File: src/rtl/uart_receiver_pkg.sv
// Shared UART definitions: receiver FSM state encoding, default frame geometry, parity modes.
// Latency: none (types and constants only).
// Backpressure: not applicable.
package uart_receiver_pkg;

  // Receiver FSM states (3-bit encoding)
  typedef enum logic [2:0] {
    ST_IDLE   = 3'd0,
    ST_START  = 3'd1,
    ST_DATA   = 3'd2,
    ST_PARITY = 3'd3,
    ST_STOP   = 3'd4
  } rx_state_e;

  // Default frame geometry: 16x oversampling, 8 data bits
  localparam int DEF_OVERSAMPLE = 16;
  localparam int DEF_DATA_BITS  = 8;

  // Parity mode encoding, shared with the transmit path (value of parity_odd)
  localparam logic PARITY_EVEN = 1'b0;
  localparam logic PARITY_ODD  = 1'b1;

endpackage

File: src/rtl/uart_rx_sync.sv
// Two-flop synchronizer bringing the asynchronous rx line into the clk domain.
// Latency: 2 clk.
// Backpressure: none; both flops reset to 1 so the line reads idle out of reset.
module uart_rx_sync (
  input  logic clk,
  input  logic rst,
  input  logic d,
  output logic q
);

  logic meta_q, meta_d;
  logic sync_q, sync_d;

  // Next values: plain two-stage shift
  always_comb begin
    meta_d = d;
    sync_d = meta_q;
  end

  // Synchronizer flops, reset to line-idle level
  always_ff @(posedge clk or negedge rst) begin
    if (!rst) begin
      meta_q <= 1'b1;
      sync_q <= 1'b1;
    end else begin
      meta_q <= meta_d;
      sync_q <= sync_d;
    end
  end

  assign q = sync_q;

endmodule

File: src/rtl/uart_receiver.sv
// UART receive engine: deserializes one start/data/[parity]/stop frame on rx, LSB first.
// Latency: rx_valid one clk after the mid-stop-bit sample (plus 2 clk input synchronizer).
// Backpressure: none; rx_valid is a one-clk strobe and an unconsumed byte is overwritten.
module uart_receiver
  import uart_receiver_pkg::*;
#(
  parameter int DATA_BITS  = DEF_DATA_BITS,
  parameter int OVERSAMPLE = DEF_OVERSAMPLE
) (
  input  logic                 clk,
  input  logic                 rst,
  input  logic                 en,
  input  logic                 baud_tick,
  input  logic                 rx,
  input  logic                 parity_en,
  input  logic                 parity_odd,
  output logic [DATA_BITS-1:0] rx_data,
  output logic                 rx_valid,
  output logic                 parity_error,
  output logic                 frame_error,
  output logic                 busy
);

  localparam int TICK_W = $clog2(OVERSAMPLE);
  localparam int BIT_W  = $clog2(DATA_BITS + 1);

  // Tick count at mid start bit, and at the end of a full bit period
  localparam logic [TICK_W-1:0] HALF_LAST = TICK_W'(OVERSAMPLE / 2 - 1);
  localparam logic [TICK_W-1:0] FULL_LAST = TICK_W'(OVERSAMPLE - 1);
  localparam logic [BIT_W-1:0]  LAST_BIT  = BIT_W'(DATA_BITS - 1);

  logic rx_s;

  rx_state_e                state_q, state_d;
  logic [TICK_W-1:0]        tick_cnt_q, tick_cnt_d;
  logic [BIT_W-1:0]         bit_cnt_q, bit_cnt_d;
  logic [DATA_BITS-1:0]     shift_q, shift_d;
  logic                     perr_q, perr_d;
  logic [DATA_BITS-1:0]     rx_data_q, rx_data_d;
  logic                     rx_valid_q, rx_valid_d;
  logic                     parity_error_q, parity_error_d;
  logic                     frame_error_q, frame_error_d;

  uart_rx_sync u_sync (
    .clk (clk),
    .rst (rst),
    .d   (rx),
    .q   (rx_s)
  );

  // Next-state, counters, shift register and result capture
  always_comb begin
    state_d        = state_q;
    tick_cnt_d     = tick_cnt_q;
    bit_cnt_d      = bit_cnt_q;
    shift_d        = shift_q;
    perr_d         = perr_q;
    rx_data_d      = rx_data_q;
    rx_valid_d     = 1'b0;
    parity_error_d = parity_error_q;
    frame_error_d  = frame_error_q;

    if (!en) begin
      // Drop any partial frame; delivered data and flags are kept
      state_d    = ST_IDLE;
      tick_cnt_d = '0;
      bit_cnt_d  = '0;
    end else if (baud_tick) begin
      unique case (state_q)
        ST_IDLE: begin
          if (!rx_s) begin
            state_d    = ST_START;
            tick_cnt_d = '0;
            perr_d     = 1'b0;
          end
        end

        ST_START: begin
          if (tick_cnt_q == HALF_LAST) begin
            if (rx_s) begin
              // Line back high by mid start bit: glitch, not a frame
              state_d = ST_IDLE;
            end else begin
              state_d    = ST_DATA;
              tick_cnt_d = '0;
              bit_cnt_d  = '0;
            end
          end else begin
            tick_cnt_d = tick_cnt_q + TICK_W'(1);
          end
        end

        ST_DATA: begin
          if (tick_cnt_q == FULL_LAST) begin
            // Shift in from the top: after DATA_BITS samples the first bit sits in bit 0
            shift_d    = {rx_s, shift_q[DATA_BITS-1:1]};
            tick_cnt_d = '0;
            bit_cnt_d  = bit_cnt_q + BIT_W'(1);
            if (bit_cnt_q == LAST_BIT) begin
              state_d = parity_en ? ST_PARITY : ST_STOP;
            end
          end else begin
            tick_cnt_d = tick_cnt_q + TICK_W'(1);
          end
        end

        ST_PARITY: begin
          if (tick_cnt_q == FULL_LAST) begin
            perr_d     = ((^shift_q) ^ rx_s) != parity_odd;
            tick_cnt_d = '0;
            state_d    = ST_STOP;
          end else begin
            tick_cnt_d = tick_cnt_q + TICK_W'(1);
          end
        end

        ST_STOP: begin
          if (tick_cnt_q == FULL_LAST) begin
            rx_data_d      = shift_q;
            parity_error_d = parity_en & perr_q;
            frame_error_d  = ~rx_s;
            rx_valid_d     = 1'b1;
            // Leave at mid stop bit so the next start edge is caught early
            state_d        = ST_IDLE;
            tick_cnt_d     = '0;
            bit_cnt_d      = '0;
          end else begin
            tick_cnt_d = tick_cnt_q + TICK_W'(1);
          end
        end

        default: begin
          state_d    = ST_IDLE;
          tick_cnt_d = '0;
          bit_cnt_d  = '0;
        end
      endcase
    end
  end

  // State and datapath registers
  always_ff @(posedge clk or negedge rst) begin
    if (!rst) begin
      state_q        <= ST_IDLE;
      tick_cnt_q     <= '0;
      bit_cnt_q      <= '0;
      shift_q        <= '0;
      perr_q         <= 1'b0;
      rx_data_q      <= '0;
      rx_valid_q     <= 1'b0;
      parity_error_q <= 1'b0;
      frame_error_q  <= 1'b0;
    end else begin
      state_q        <= state_d;
      tick_cnt_q     <= tick_cnt_d;
      bit_cnt_q      <= bit_cnt_d;
      shift_q        <= shift_d;
      perr_q         <= perr_d;
      rx_data_q      <= rx_data_d;
      rx_valid_q     <= rx_valid_d;
      parity_error_q <= parity_error_d;
      frame_error_q  <= frame_error_d;
    end
  end

  assign rx_data      = rx_data_q;
  assign rx_valid     = rx_valid_q;
  assign parity_error = parity_error_q;
  assign frame_error  = frame_error_q;
  assign busy         = (state_q != ST_IDLE);

endmodule
File: config.mk
export PLATFORM = sky130hd
export DESIGN_NAME = uart_receiver
export DESIGN_NICKNAME = d
export VERILOG_FILES = /design/src/rtl/uart_receiver_pkg.sv /design/src/rtl/uart_rx_sync.sv /design/src/rtl/uart_receiver.sv
export SDC_FILE = /design/constraint.sdc
export NUM_CORES = 1
export LEC_CHECK = 0
export CORE_MARGIN = 2
export CORE_UTILIZATION = 30
export CTS_CLUSTER_SIZE = 10
export DETAILED_ROUTE_END_ITERATION = 7
export PLACE_DENSITY = 0.44
export SYNTH_ARGS = -nofsm -noshare
export SYNTH_HDL_FRONTEND = slang
export SYNTH_HIERARCHICAL = 1
export SYNTH_SLANG_ARGS = --single-unit
File: constraint.sdc
create_clock -name clk -period 4.85 [get_ports clk]
set_input_delay 1.455 -clock clk [delete_from_list [all_inputs] [get_ports clk]]
set_output_delay 1.455 -clock clk [all_outputs]
set_load 0.01 [all_outputs]
# Word level (Yosys, flattened, before mapping)
# Index checks and enable logic that the tools add are counted.
[totals] regBits=33 input_bits=7 out_inout_bits=12 wordCells=77
[classes] n_addsub=2 eq_ne=19 muxes=31 bitwise=3 reduce_logical=11
[op_table] cell="two-way mux 4 bit" count=11
[op_table] cell="two-way mux 3 bit" count=9
[op_table] cell="!= test 3 bit (second input constant)" count=7
[op_table] cell="case mux 4 bit (4 select lines)" count=1
[op_table] cell="case mux 3 bit (5 select lines)" count=1
[op_table] cell="case mux 4 bit (3 select lines)" count=1
[op_table] cell="adder 4 x 1 -> 4 bit (second input constant)" count=2
[op_table] cell="equality test 4 x 3 -> 1 bit (second input constant)" count=2
[op_table] cell="AND reduction 4 bit" count=2
[op_table] cell="XOR reduction 8 bit" count=1
[op_table] cell="AND reduction 7 bit" count=1
[op_table] cell="equality test 3 x 2 -> 1 bit (second input constant)" count=2
[op_table] cell="two-way mux 1 bit" count=6
[op_table] cell="!= test 2 bit (second input constant)" count=3
[op_table] cell="AND reduction 6 bit" count=1
[op_table] cell="AND reduction 5 bit" count=1
[op_table] cell="equality test 4 bit (second input constant)" count=1
[op_table] cell="equality test 3 x 1 -> 1 bit (second input constant)" count=1
[op_table] cell="equality test 3 bit (second input constant)" count=1
[op_table] cell="logical NOT 3 bit" count=1
[op_table] cell="nonzero test 3 bit" count=1
[op_table] cell="OR reduction 3 bit" count=1
[op_table] cell="two-way mux 2 bit" count=1
[op_table] cell="!= test 2 x 1 -> 1 bit (second input constant)" count=1
[op_table] cell="other kinds (7)" count=7

# Logic depth before layout (Yosys ltp)
# Gate-level depths: netlist (run 1).
[logic_depth] word_depth=6 mapped_depth=7

# By module
# Netlist (run 1), hierarchy kept.
[modules_own_cells] module="uart_receiver" n_inst=1 cells_each=159 area_per_inst_um2=1636.6 seq_area_each_um2=775.7
[modules_own_cells] module="uart_rx_sync" n_inst=1 cells_each=2 area_per_inst_um2=52.6 seq_area_each_um2=52.6

# Least setup slack after synthesis (run 1)
# OpenSTA, ideal clock, no wires.
[synth_path] kind="input port to flip-flop" start="in baud_tick" end="reg rx_data_q[1], in the netlist rx_data[1]" arrival_ns=2.391 setup_slack_ns=2.334 stages=5 n_path_buf=1 cell_sequence="nand2_1 nor2_1 and2_1 buf_2 mux2_2"
[synth_between] elab_chain_cells=1
[synth_rtl] element="start, declared" line_no="uart_receiver.sv:13" rtl="input logic baud_tick,"
[synth_rtl] element="AND reduction 4 bit (no source line)"
[synth_rtl] element="end signal, assigned" line_no="uart_receiver.sv:159" rtl="rx_data_q <= rx_data_d;"
[synth_rtl] element="end, declared" line_no="uart_receiver.sv:39" rtl="logic [DATA_BITS-1:0] rx_data_q, rx_data_d;"
# No other way between the ends.
# A chain may end at the register's enable or synchronous reset.

# Worst setup path after layout (run 1)
[layout_path] start="reg state_q[2]" end="out busy"
[layout_between] elab_chain_cells=1
[layout_rtl] element="start, declared" line_no="uart_receiver.sv:34" rtl="rx_state_e state_q, state_d;"
[layout_rtl] element="start signal, assigned" line_no="uart_receiver.sv:154" rtl="state_q <= state_d;"
[layout_rtl] element="nonzero test 3 bit" line_no="uart_receiver.sv:170" rtl="assign busy = (state_q != ST_IDLE);"
[layout_rtl] element="end, declared" line_no="uart_receiver.sv:21" rtl="output logic busy"
# No other way between the ends.

==> results of run 1 <==
registers in the layout (all words and copies together), names as in the netlist, 3 cells and up:
name,count
shift_q,8
rx_data,8
tick_cnt_q,4
bit_cnt_q,4
state_q,3
stage by stage:
| step | cell area [um^2] | std cells |
|---|---|---|
| detailed placement | 1890 | 245 |
| finish | 2010 | 253 |
| global route | 2010 | 253 |
| floorplan | 1690 | 161 |
| CTS | 2010 | 253 |
| global placement | 1890 | 245 |
cells in the final DEF (no fill, tap or decap), drive strengths merged, types with 3 or more instances in the layout:
cell           count
nand3              7
mux2               8
a21boi             3
inv                4
o21ai              7
clkdlybuf4s50     18
mux2i              4
clkbuf             6
nand2             35
xnor2             10
a21oi              3
nor3b              3
nor2               4
dfrtp             31
final cells by class:
class                   instances  share of cell area
repair buffers                 19              0.0932
clock buffers                   6              0.0410
well taps                      72              0.0447
multi-input cells             117               0.384
inverters                       4             0.00745
clock inverters                 2              0.0186
flip-flops and latches         33               0.411
power by group through the flow:
| stage | registers (W) | logic [W] | clock network, W |
|---|---|---|---|
| floorplan | 0.000286 | 0.0000362 | 0 |
| global placement | 0.000291 | 0.0000472 | 0 |
| detailed placement | 0.000291 | 0.0000481 | 0 |
| CTS | 0.000286 | 0.0000481 | 0.000279 |
| global route | 0.000287 | 0.0000529 | 0.000295 |
| finish | 0.000286 | 0.0000473 | 0.000269 |
cells in the mapped netlist (all sizes together):
cell type	n	area, um^2
a211o	2	18.8
a21boi	3	22.5
a21oi	3	15.0
a22o	1	8.76
a2bb2oi	1	8.76
a31oi	1	6.26
a32o	2	20.0
a32oi	1	8.76
and2	2	12.5
and2b	2	17.5
and3b	1	10.0
buf	3	27.5
clkbuf	4	45.0
dfrtp	31	776
dfstp	2	52.6
ha	2	25.0
inv	4	15.0
mux2	8	90.1
mux2i	4	40.0
nand2	35	131
nand2b	1	6.26
nand3	7	35.0
nand3b	2	15.0
nand4	2	18.8
nor2	4	17.5
nor2b	2	12.5
nor3	1	5.00
nor3b	3	22.5
nor4	2	12.5
nor4b	1	8.76
o211ai	1	7.51
o21ai	7	38.8
o22a	1	8.76
o2bb2ai	1	8.76
o41ai	1	8.76
or3	1	7.51
or4	1	7.51
xnor2	10	87.6
xor2	1	8.76
worst min-delay path by stage:
stage                     cells past startpoint            endpoint  slack (ns)
after floorplan                               0  u_sync/q$_DFF_PN1_        0.35
after global placement                        0  u_sync/q$_DFF_PN1_        0.35
after detailed placement                      0  u_sync/q$_DFF_PN1_        0.35
after CTS                                     0  u_sync/q$_DFF_PN1_        0.36
after global routing                          0  u_sync/q$_DFF_PN1_        0.36
final                                         0  u_sync/q$_DFF_PN1_        0.36
per-layer routing:
metal	global-route usage	vias up
li1	-	598
met1	0.164	597
met2	0.205	24
met3	0.0398	2
met4	0.0414	0
met5	0	-
worst register-to-register path: cells and delay by family, from the launching register on:
family,cells,cell delay (ns)
fa+ha+maj,1,0.23
flops,1,0.40
mux,1,0.40
simple gates,3,0.88
cell families (layout without fill, tap and decap cells):
kind of cell               count (synthesis)  in the layout
DFF                                       33             33
buffers and inverters                     11             31
AOI/OAI and AO/OA                         25             25
xor gates and xnor gates                  11             11
and+or+nand+nor                           67             67
muxes                                     12             12
adders and majority gates                  2              2
==> out/metrics.yaml, run 1 <==
sta:
  rsz0062_at_grt: "no"
  clock_skew_ns: 0.00401
  slew_viol_final: 0
  finalCritPeriodShare: 0.681
  setup_slack_ns: 1.55
  max_freq_ghz: 0.303
  relSlewSlack: 0.341
  layout_min_cycle_time_ns: 3.30
  report.final.setup_viol: 0
  holdWs_ns: 0.356
  tightest_slew_ns: 0.985
  fin_setup_tns_ns: 0
  hold_viol: 0
cells_and_area:
  final_nets: 189
  antenna_cells: 0
  ff_latch_area_um2: 828
  fillers: 595
  multiInputGateArea_um2: 773
  final_util: 0.368
  synthToLayoutAreaGrowth_pct: 19.3
  post_route_cells_drive_above_1_share: 0.149
yosys:
  synth_seq_cells: 33
  synth_nets: 170
  synth_xor_area_frac: 0.0570
  synth_top_family_by_area: "simple AND/OR/NAND/NOR gates"
  syn_area_um2: 1690
  ys_seq_area_frac: 0.490
  synth.avg_cell_area_um2: 10.5
  synth_fa_ha_area_frac: 0.0148
  ys_types: 46
  synth_compound_area_frac: 0.107
  yosysWarnings: 6
  synthMuxAreaShare: 0.0770
  synth_cells: 161
  synthSimpleGateAreaFrac: 0.201
placement:
  routabilityCongestion: 0.789
  pre_cts_ws_ns: 1.29
  dp_hpwl_mm: 2.46
  io_buffer_count: 18
floorplan:
  coreArea_um2: 5470
  start_util: 0.309
  io_pins: 19
  die_w_um: 79.0
  rows: 27
  die_area_um2: 6250
  die_y_um: 79.0
drt:
  wl_per_cell_um: 13.6
  routed-wl-met3_um: 144
  wl_met2_mm: 1.66
  first_pass_iters: 4
  wirelength_mm: 3.45
  remaining_drc_errors: 0
  vias: 1221
  vias_per_cell: 4.83
  wl_met1_mm: 1.62
  top_layer_used: "met4"
  final_antenna_net_count: 0
  drt_iter0_drc: 31
clock_network:
  clock_latency_ns: 0.28
  cts_tree: "done"
  clock_path_buffers: 2
  cts.sinks: 33
  clkTransAtPathRegs_ns: 0.07
  cts_resized: 0
  htreeDepth: 2
  cts-root-buf: "clkbuf_8"
  numCtsBuffers: 5
  postCtsHoldBufs: 0
  post_cts_buffers: 0
worst_hold_path:
  min_path_type: "register to register"
  hp-start: "u_sync/meta_q$_DFF_PN1_"
worst_setup_path:
  required_ns: 3.39
  worstSetupStartpointType: "register"
  crit_chain: "or3_2 -> clkdlybuf4s50_1"
  worstSetupPathType: "register to output port"
  cp-endpoint: "busy"
  r2r_slack_ns: 2.83
  worstSetupStartpoint: "state_q[2]$_DFFE_PN0P_"
  crit_slowest_cell: "or3_2"
  cp-end-kind: "output port"
  path_buf_inv: 1
  critPathTopFamily: "simple AND/OR/NAND/NOR gates"
  cp.depth: 2
  reg2reg_depth: 5
  slowest_delay_ns: 0.54
  r2r_end: "rx_data[4]$_DFFE_PN0P_"
  arrival_ns: 1.85
  worstPathMaxFanout: 13
  timing.rr.start: "tick_cnt_q[0]$_DFFE_PN0N_"
power_and_ir_drop:
  p_sw_frac: 0.224
  p_switching_w: 0.000135
  p_leak_nw: 0.911
  ir_drop_mv: 0.156
  p_clk_frac: 0.447
  total_power_w: 0.000602
  comb_power_share: 0.079
  p_int_w: 0.000467
  power_frac_seq: 0.475
  p_per_area_nw_per_um2: 299
global_route:
  antenna_found_initial: 0
  grt-ovfl-total: 0
  grt_max_degree: 23
  grt_use_total: 0.128
  grt_first_pass_wirelength_mm: 6.22
  grt_pass1_vias: 1269
run_status:
  status: "complete, no violations"
job:
  cap_violations: 0
(Power assumes the default switching activity.)
==> inputs of run 2 (changes only) <==
Settings changed: PLACE_DENSITY 0.44 to 0.46.
Clock period 4.85 ns to 2.8 ns, I/O delays scaled along.
==> run 2 against run 1 <==
Combinational power is 100% higher; critical path depth unchanged; routed wire length rose by 1.5%; design area up 0.19%; non-clock buffer count up 5; clock skew up 0.0052 ns; worst setup slack worse by 1.2 ns; hold slack about the same; die area is the same; critical endpoint unchanged; largest power group unchanged; highest routed layer unchanged.
==> out/metrics.yaml, run 2 (synthesis results as in run 1) <==
clock_network:
  postCtsHoldBufs: 0  # unchanged
  cts.sinks: 33  # unchanged
  numCtsBuffers: 5  # unchanged
  cts_tree: "done"
  cts_resized: 0  # unchanged
  cts-root-buf: "clkbuf_8"
  htreeDepth: 2  # unchanged
  clock_path_buffers: 2  # unchanged
  clock_latency_ns: 0.28  # about the same
  clkTransAtPathRegs_ns: 0.07  # about the same
  post_cts_buffers: 0  # unchanged
floorplan:
  coreArea_um2: 5470  # unchanged
  start_util: 0.309  # unchanged
  die_w_um: 79.0  # unchanged
  die_area_um2: 6250  # unchanged
  rows: 27  # unchanged
  io_pins: 19  # unchanged
  die_y_um: 79.0  # unchanged
drt:
  vias: 1230  # +0.74%
  first_pass_iters: 4  # unchanged
  wirelength_mm: 3.50  # +1.5%
  vias_per_cell: 4.77  # -1.2%
  final_antenna_net_count: 0  # unchanged
  drt_iter0_drc: 60  # +94%
  remaining_drc_errors: 0  # unchanged
  wl_per_cell_um: 13.6  # -0.52%
cells_and_area:
  antenna_cells: 0  # unchanged
  synthToLayoutAreaGrowth_pct: 19.5
  final_cell_mix: "nand2_1, dfrtp_1, clkdlybuf4s50_1"
  layout_commonest_cell: "nand2_1"
  post_route_cells_drive_above_1_share: 0.172  # +0.0229
  final_nets: 194  # +2.6%
global_route:
  grt_use_met1: 0.151  # -0.0131
  grt_first_pass_wirelength_mm: 5.82  # -6.3%
  antenna_found_initial: 0  # unchanged
  grt_use_met3: 0.0341  # -0.00568
  grt_pass1_vias: 1212  # -4.5%
  grt_max_degree: 34  # +48%
  grt_busiest_layer: "met2"
  use_met2: 0.202  # -0.00339
  grt_use_total: 0.121  # -0.00722
  grt-ovfl-total: 0  # unchanged
worst_setup_path:
  worstSetupStartpointType: "register"
  slowest_delay_ns: 0.50  # -0.04 ns
  crit_slowest_cell: "or3_2"
  arrival_ns: 1.66  # -0.19 ns
  required_ns: 1.96  # -1.43 ns
  cp-end-kind: "output port"
  crit_chain: "or3_2 -> clkdlybuf4s50_1"
  worstSetupPathType: "register to output port"
  worstPathMaxFanout: 2  # -11
sta:
  fin_setup_tns_ns: 0  # unchanged
  rsz0062_at_grt: "no"
  max_freq_ghz: 0.400
  slew_viol_final: 0  # unchanged
  tightest_slew_ns: 0.592  # -0.393 ns
  hold_viol: 0  # unchanged
  layout_min_cycle_time_ns: 2.50
  clock_skew_ns: 0.00921  # +0.00520 ns
  relSlewSlack: 0.605  # +0.263
  report.final.setup_viol: 0  # unchanged
  finalCritPeriodShare: 0.892
placement:
  routabilityCongestion: 0.753  # -4.6%
  dp_hpwl_mm: 2.47  # +0.37%
  io_buffer_count: 18  # unchanged
job:
  cap_violations: 0  # unchanged
power_and_ir_drop:
  ir_drop_mv: 0.274  # +76%
  p_per_area_nw_per_um2: 462  # +55%
  p_leak_nw: 0.924  # +1.4%
  total_power_w: 0.000933  # +55%
worst_hold_path:
  min_path_type: "register to register"
run_status:
  status: "complete, no violations"
==> run 2: cell types whose count changed in the layout (fill, tap and decap cells not counted) <==
cell	delta
bufinv_16	-1
buf_4	+5
clkbuf_8	-1
clkinv_2	+2
==> run 2: layout make-up <==
cell class	instances	area (um^2)
Clock buffer	5	68.8
Clock inverter	3	17.5
Fill cell	560	3450
Inverter	4	15.0
Multi-Input combinational cell	117	773
Sequential cell	33	828
Tap cell	72	90.1
Timing Repair Buffer	24	225
==> run 2: per-stage QoR <==
| step | utilization | hold WS (ns) | setup slack (ns) | area [um^2] | cells |
|---|---|---|---|---|---|
| global placement | 0.353 | 0.347 | 0.134 | 1930 | 250 |
| finish | 0.369 | 0.356 | 0.302 | 2020 | 258 |
| global route | 0.369 | 0.369 | 0.244 | 2020 | 258 |
| CTS | 0.369 | 0.358 | 0.272 | 2020 | 258 |
| floorplan | - | 0.345 | 0.899 | 1690 | 161 |
| detailed placement | 0.353 | 0.348 | 0.0937 | 1930 | 250 |
==> run 2: where the power goes <==
part / switching, W / total (W) / internal (W) / leakage, nW
combinational: 0.0000530 / 0.0000946 / 0.0000416 / 0.437
clock: 0.000179 / 0.000351 / 0.000171 / 0.0439
sequential: 0.00000456 / 0.000487 / 0.000483 / 0.443
total: 0.000237 / 0.000933 / 0.000696 / 0.924
==> run 2: path summary, 6_finish.rpt <==
path / from / end / slack (ns) / cells after the start
setup / recovery: state_q[2]$_DFFE_PN0P_ / busy / 0.30 / 2
hold / removal: u_sync/meta_q$_DFF_PN1_ / u_sync/q$_DFF_PN1_ / 0.36 / 0
max in group asynchronous: rst / u_sync/meta_q$_DFF_PN1_ / 1.50 / 2
min in group asynchronous: rst / state_q[2]$_DFFE_PN0P_ / 0.96 / 2
hold reg to reg: u_sync/meta_q$_DFF_PN1_ / u_sync/q$_DFF_PN1_ / 0.36 / 0
setup reg to reg: tick_cnt_q[0]$_DFFE_PN0N_ / rx_data[2]$_DFFE_PN0P_ / 0.86 / 5
==> run 2: critical path: cells and delay by family (launching register included) <==
kind	cells	cell delay, ns
simple gates	1	0.50
buf+inv	1	0.49
flops	1	0.38
==> run 2: metal layers <==
| layer | share of wire | vias to the layer above |
|---|---|---|
| met5 | 0 | - |
| met4 | 0.0049 | 0 |
| met3 | 0.039 | 2 |
| met2 | 0.49 | 18 |
| met1 | 0.46 | 603 |
| li1 | - | 607 |
